File: src/rtl/dmem_arbiter.sv
// Round-robin arbiter sharing a single-port data memory between the CPU and an external port.
// Every grant runs IDLE -> ACCESS -> WAIT -> DONE; WAIT lasts MEM_LAT cycles.
module dmem_arbiter #(
   parameter int DATA_W  = 32,
   parameter int ADDR_W  = 8,
   parameter int MEM_LAT = 1
) (
   input  logic              clk,
   input  logic              reset,
   input  logic              cpu_req,
   input  logic              cpu_we,
   input  logic [ADDR_W-1:0] cpu_addr,
   input  logic [DATA_W-1:0] cpu_wdata,
   output logic [DATA_W-1:0] cpu_rdata,
   output logic              cpu_ack,
   output logic              cpu_stall,
   input  logic              ext_req,
   input  logic              ext_we,
   input  logic [ADDR_W-1:0] ext_addr,
   input  logic [DATA_W-1:0] ext_wdata,
   output logic [DATA_W-1:0] ext_rdata,
   output logic              ext_ack,
   output logic              mem_en,
   output logic              mem_we,
   output logic [ADDR_W-1:0] mem_addr,
   output logic [DATA_W-1:0] mem_wdata,
   input  logic [DATA_W-1:0] mem_rdata
);

   localparam int CNT_W = $clog2(MEM_LAT + 1);

   typedef enum logic [1:0] {S_IDLE, S_ACCESS, S_WAIT, S_DONE} state_t;
   typedef enum logic {PORT_CPU, PORT_EXT} port_t;

   state_t            state, next_state;
   port_t             owner, last, grant;
   logic [CNT_W-1:0]  cnt;
   logic              is_write;
   logic              lat_done;
   logic              sel_we;
   logic [ADDR_W-1:0] sel_addr;
   logic [DATA_W-1:0] sel_wdata;

   assign lat_done = (cnt == CNT_W'(1));

   // NOTE: sequential state uses non-blocking assignments so every flop samples pre-edge values.
   always_ff @(posedge clk) begin
      if (reset) state <= S_IDLE;
      else       state <= next_state;
   end

   always_comb begin
      // NOTE: default assignment first, so no path leaves next_state unassigned and no latch appears.
      next_state = state;
      case (state)
         S_IDLE:   if (cpu_req || ext_req) next_state = S_ACCESS;
         S_ACCESS: next_state = S_WAIT;
         S_WAIT:   if (lat_done) next_state = S_DONE;
         S_DONE:   next_state = S_IDLE;
         default:  next_state = S_IDLE;
      endcase
   end

   // On a tie the port that was not served last wins, so grants alternate under contention.
   always_comb begin
      if (cpu_req && ext_req) grant = (last == PORT_CPU) ? PORT_EXT : PORT_CPU;
      else if (ext_req)       grant = PORT_EXT;
      else                    grant = PORT_CPU;
   end

   always_ff @(posedge clk) begin
      if (reset) begin
         owner     <= PORT_CPU;
         last      <= PORT_EXT;
         cnt       <= '0;
         is_write  <= 1'b0;
         cpu_rdata <= '0;
         ext_rdata <= '0;
      end else begin
         case (state)
            S_IDLE: if (cpu_req || ext_req) owner <= grant;
            S_ACCESS: begin
               cnt      <= CNT_W'(MEM_LAT);
               is_write <= sel_we;
            end
            S_WAIT: begin
               cnt <= cnt - CNT_W'(1);
               if (lat_done) begin
                  last <= owner;
                  if (!is_write) begin
                     if (owner == PORT_CPU) cpu_rdata <= mem_rdata;
                     else                   ext_rdata <= mem_rdata;
                  end
               end
            end
            default: ;
         endcase
      end
   end

   always_comb begin
      sel_we    = (owner == PORT_CPU) ? cpu_we    : ext_we;
      sel_addr  = (owner == PORT_CPU) ? cpu_addr  : ext_addr;
      sel_wdata = (owner == PORT_CPU) ? cpu_wdata : ext_wdata;
      mem_en    = 1'b0;
      mem_we    = 1'b0;
      mem_addr  = '0;
      mem_wdata = '0;
      cpu_ack   = 1'b0;
      ext_ack   = 1'b0;
      case (state)
         S_ACCESS: begin
            mem_en    = 1'b1;
            mem_we    = sel_we;
            mem_addr  = sel_addr;
            mem_wdata = sel_wdata;
         end
         S_DONE: begin
            cpu_ack = (owner == PORT_CPU);
            ext_ack = (owner == PORT_EXT);
         end
         default: ;
      endcase
   end

   assign cpu_stall = cpu_req & ~cpu_ack;

endmodule

File: config.mk
export PLATFORM = sky130hd
export DESIGN_NAME = dmem_arbiter
export DESIGN_NICKNAME = d
export VERILOG_FILES = /design/src/rtl/dmem_arbiter.sv
export SDC_FILE = /design/constraint.sdc
export NUM_CORES = 1
export LEC_CHECK = 0
export CELL_PAD_IN_SITES_DETAIL_PLACEMENT = 0
export CELL_PAD_IN_SITES_GLOBAL_PLACEMENT = 1
export CORE_ASPECT_RATIO = 0.6
export CORE_MARGIN = 2
export CORE_UTILIZATION = 27
export CTS_BUF_LIST = sky130_fd_sc_hd__clkbuf_16
export DETAILED_ROUTE_END_ITERATION = 8
export GPL_TIMING_DRIVEN = 0
export MAX_ROUTING_LAYER = met4
export PLACE_DENSITY = 0.94
export SLEW_MARGIN = 20
export SYNTH_ARGS = -nofsm -noshare
export SYNTH_HDL_FRONTEND = slang
export SYNTH_SLANG_ARGS = --single-unit
File: constraint.sdc
create_clock -name clk -period 4.3 [get_ports clk]
set_input_delay 1.29 -clock clk [delete_from_list [all_inputs] [get_ports clk]]
set_output_delay 1.29 -clock clk [all_outputs]
set_load 0.01 [all_outputs]
# After elaboration in Yosys (flattened, before gate mapping)
# Cells that the tools add are included.
# totals
output_inout_bits	109
word_cells	42
ff_bits	70
inputBits	118
# classes
n_mux	16
add_sub_neg	1
n_eq_ne	5
bitwise_logic	4
reduce_logical	9
# op_table
op	count
32-bit 2-to-1 mux	2
8-bit 2-to-1 mux	2
1-bit 2-to-1 mux	8
2-bit one-hot mux with 4 select lines	1
4-bit AND reduction	2
2-bit AND reduction	3
2-bit == test (second input constant)	2
2-bit 2-to-1 mux	2
2-bit != test (second input constant)	2
1-bit inverter	3
2-bit by 1-bit == test with 1-bit output (second input constant)	1
2-bit zero test	1
1-bit one-hot mux with 2 select lines	1
2-bit nonzero test	1
1-bit AND	1
1-bit logical AND	1
1-bit logical OR	1
1-bit subtractor (second input constant)	1

# Longest topological paths before layout
# logic_depth
word_depth	4
mapped_depth	8
mapped_depth_nobuf	5

# Worst setup path after synthesis
# No wires, ideal clock.
# synth_path
path_type	input -> output
startpoint	in ext_we
endpoint	out mem_we
arrival_time_ns	1.549
required_ns	3.010
slack_ns	1.461
stages	2
path_buffers	0
path_cell_list	mux2i_1 nor2b_1
# synth_via
elab_chain_cells	2
# synth_rtl
item	line	rtl
start: declaration	18	input logic ext_we,
1-bit 2-to-1 mux	102	sel_we = (owner == PORT_CPU) ? cpu_we : ext_we;
1-bit 2-to-1 mux	111	case (state)
end: declaration	24	output logic mem_we,
# No other way between the ends.

# Final worst setup path
# layout_path
startpoint	in cpu_we
endpoint	out mem_we
# layout_via
elab_chain_cells	2
# layout_rtl
item	line	rtl
start: declaration	11	input logic cpu_we,
1-bit 2-to-1 mux	102	
1-bit 2-to-1 mux	111	
# No other way between the ends.

==> flow_summary.toml <==
[grt]
grt_pass1_wl_um = 19000
grt_pass1_vias = 3734
overflow = 0
antenna_found_initial = 0
grt_max_degree = 13
grt_util_all_layers_pct = 18.2

[routing]
vias = 3671
drt-pass1-iter-count = 4
avgRoutedWirePerCell_um = 14.6
via_per_inst = 4.49
drcViolationCount = 0
drtIter0Drc = 112
drt-total-wl_um = 11900
ant_nets = 0

[place]
portBuffers = 225
gp_congestion = 0.811
dp_cells = 801
dpl.hpwl_um = 9590
dp_slack_ns = 0.480

[power]
p_comb_share_pct = 39.9
peakVddDrop_mv = 0.151
p_seq_share_pct = 29.1
p_leak_nw = 2.11
power.internal_mw = 1.77
power.share.switching_pct = 29.7
powerDensity_nw_per_um2 = 405
clkPwrFrac_pct = 31.0
switchingPower_mw = 0.746

[cells_and_area]
syn_to_final_growth_pct = 80.8
diodes = 0
final_layout_size_suffix_gt1_share_pct = 9.20
nets = 770
fillers = 1120
instances_no_fill = 817

[sta]
rsz0062_at_grt = "false"
fin_ws_ns = 0.489
fin_skew_ns = 0.00466
slew_viol_final = 0
max_freq_mhz = 262
finalHoldViolCount = 0
setup_viol = 0
fin_crit_sh_pct = 88.6
fin_crit_ns = 3.81
maxSlewHeadroom_pct = 48.0
tightest_slew_ns = 0.780
finalSetupTns_ns = 0

[clock_network]
h-tree-depth = 3
cts_sinks = 70
path_clk_slew_ns = 0.06
cts_setup_buffers = 0
clk_latency_ns = 0.33
postCtsHoldBufs = 0
cts_root_buf = "clkbuf_16"
cts_tree = "done"
cts_made_buffers = 9
clock_path_buffers = 2
cts-resized-gates = 0

[setup_path]
cp-end-kind = "primary output"
startpoint_type = "input pin"
cp_data_required_time_ns = 3.01
cp_max_fo = 2
crit_type = "in -> out"
arrival_ns = 2.52

[yosys]
ys_warn_count = 0
ys_seq_elements = 70
synth_cells = 411
synth-seq-area-share_pct = 40.8
syn-num-nets = 534
syn_area_um2 = 3430
syn_avg_cell_area_um2 = 8.35
synthDistinctLibCells = 30

[job]
drv_cap = 0

[floorplan]
io_pins = 227
die_h_um = 91.3
rows = 31
core_area_um2 = 12200
die_width_um = 150
start_util_pct = 28.1
fp.dieArea_um2 = 13700

[hold_path]
hold_path_class = "reg -> reg"

[run_status]
status = "finished, final reports clean"
-- cell type report --
type / count / area (um^2) / share of cell area (%)
well taps: 165 / 206 / 3.33
clock inverters: 7 / 88.8 / 1.43
multi-input cells: 305 / 1800 / 29.1
plain buffers: 33 / 218 / 3.51
flip-flops and latches: 70 / 1400 / 22.6
inverters: 3 / 11.3 / 0.181
clock buffers: 9 / 225 / 3.63
repair buffers: 225 / 2250 / 36.3
-- worst paths after layout --
path,start,end,slack (ns),depth (start not counted)
min reg2reg,cpu_rdata[12],cpu_rdata[12],0.46,2
max reg2reg,state[0],cpu_rdata[26],2.61,8
min,cpu_rdata[12],cpu_rdata[12],0.46,2
max,cpu_we,mem_we,0.49,4
-- stage by stage --
step	cell area, um^2	total power, mW	hold slack [ns]	util (%)
floorplan	3430	1.24	0.481	-
global placement	5890	1.73	0.442	48.2
detailed placement	5890	1.76	0.449	48.2
CTS	6210	2.54	0.457	50.8
global route	6210	2.65	0.475	50.8
finish	6210	2.51	0.456	50.8
-- cells in the mapped netlist, drive strengths merged --
| library cell | number | area share, % |
|---|---|---|
| mux2i | 42 | 12 |
| nand2b | 2 | 0.36 |
| nand4b | 1 | 0.26 |
| inv | 3 | 0.33 |
| a21oi | 65 | 12 |
| ha | 5 | 1.8 |
| or3b | 1 | 0.26 |
| nor2b | 43 | 7.8 |
| a211oi | 1 | 0.22 |
| o21a | 1 | 0.22 |
| clkbuf | 12 | 1.4 |
| nand3 | 1 | 0.15 |
| dfxtp | 70 | 41 |
| and2 | 1 | 0.18 |
| nand2 | 130 | 14 |
| and4b | 1 | 0.29 |
| and4bb | 1 | 0.36 |
| nand4bb | 1 | 0.33 |
| o21ai | 1 | 0.15 |
| buf | 21 | 4.9 |
| a21boi | 2 | 0.77 |
| nor2 | 4 | 0.44 |
| a311o | 1 | 0.29 |
| a32oi | 1 | 0.26 |
-- flip-flops by register name, summed over array words and instances (netlist names) --
register   cells
owner          1
state          2
is_write       1
last           1
cnt            1
ext_rdata     32
cpu_rdata     32
-- critical path: stages --
cell and delay, ns:
clkdlybuf4s50_1 0.45, mux2i_1 0.08, nor2b_1 0.13, clkdlybuf4s50_1 0.57
-- cell usage in the layout (no fill, tap or decap), drive strengths merged --
| cell | count |
|---|---|
| inv | 3 |
| clkinv | 4 |
| o21a | 1 |
| a32oi | 1 |
| nand4bb | 1 |
| bufinv | 2 |
| clkbuf | 21 |
| a21oi | 65 |
| clkdlybuf4s50 | 225 |
| nand2 | 130 |
| buf | 21 |
| and2 | 1 |
| nand3 | 1 |
| mux2i | 42 |
| nand4b | 1 |
| and4b | 1 |
| nor2b | 43 |
| nand2b | 2 |
| a211oi | 1 |
| or3b | 1 |
| o21ai | 1 |
| dfxtp | 70 |
| a21boi | 2 |
| and4bb | 1 |
| ha | 5 |
| nor2 | 4 |
| clkinvlp | 1 |
| a311o | 1 |
-- metal layers --
| metal | part of all wire, % | GRT usage, % | vias to the layer above |
|---|---|---|---|
| met1 | 48 | 24.1 | 1736 |
| met5 | 0 | - | - |
| li1 | - | - | 1813 |
| met3 | 5.9 | 4.17 | 2 |
| met2 | 46 | 28.7 | 120 |
| met4 | 0.29 | 3.10 | 0 |
-- power groups by stage --
stage / clock, mW / sequential [mW] / combinational (mW)
floorplan: 0 / 0.746 / 0.496
global placement: 0 / 0.741 / 0.993
detailed placement: 0 / 0.744 / 1.01
CTS: 0.792 / 0.731 / 1.02
global route: 0.821 / 0.738 / 1.09
finish: 0.779 / 0.731 / 1.00
-- cell families after synthesis --
family | count (synthesis) | synth area share [%]
compound gates | 72 | 13.8
buf+inv | 36 | 6.67
flops | 70 | 40.8
simple gates | 186 | 24.7
fa+ha+maj | 5 | 1.82
mux | 42 | 12.2
No activity file was read; power rests on OpenSTA's default activity.
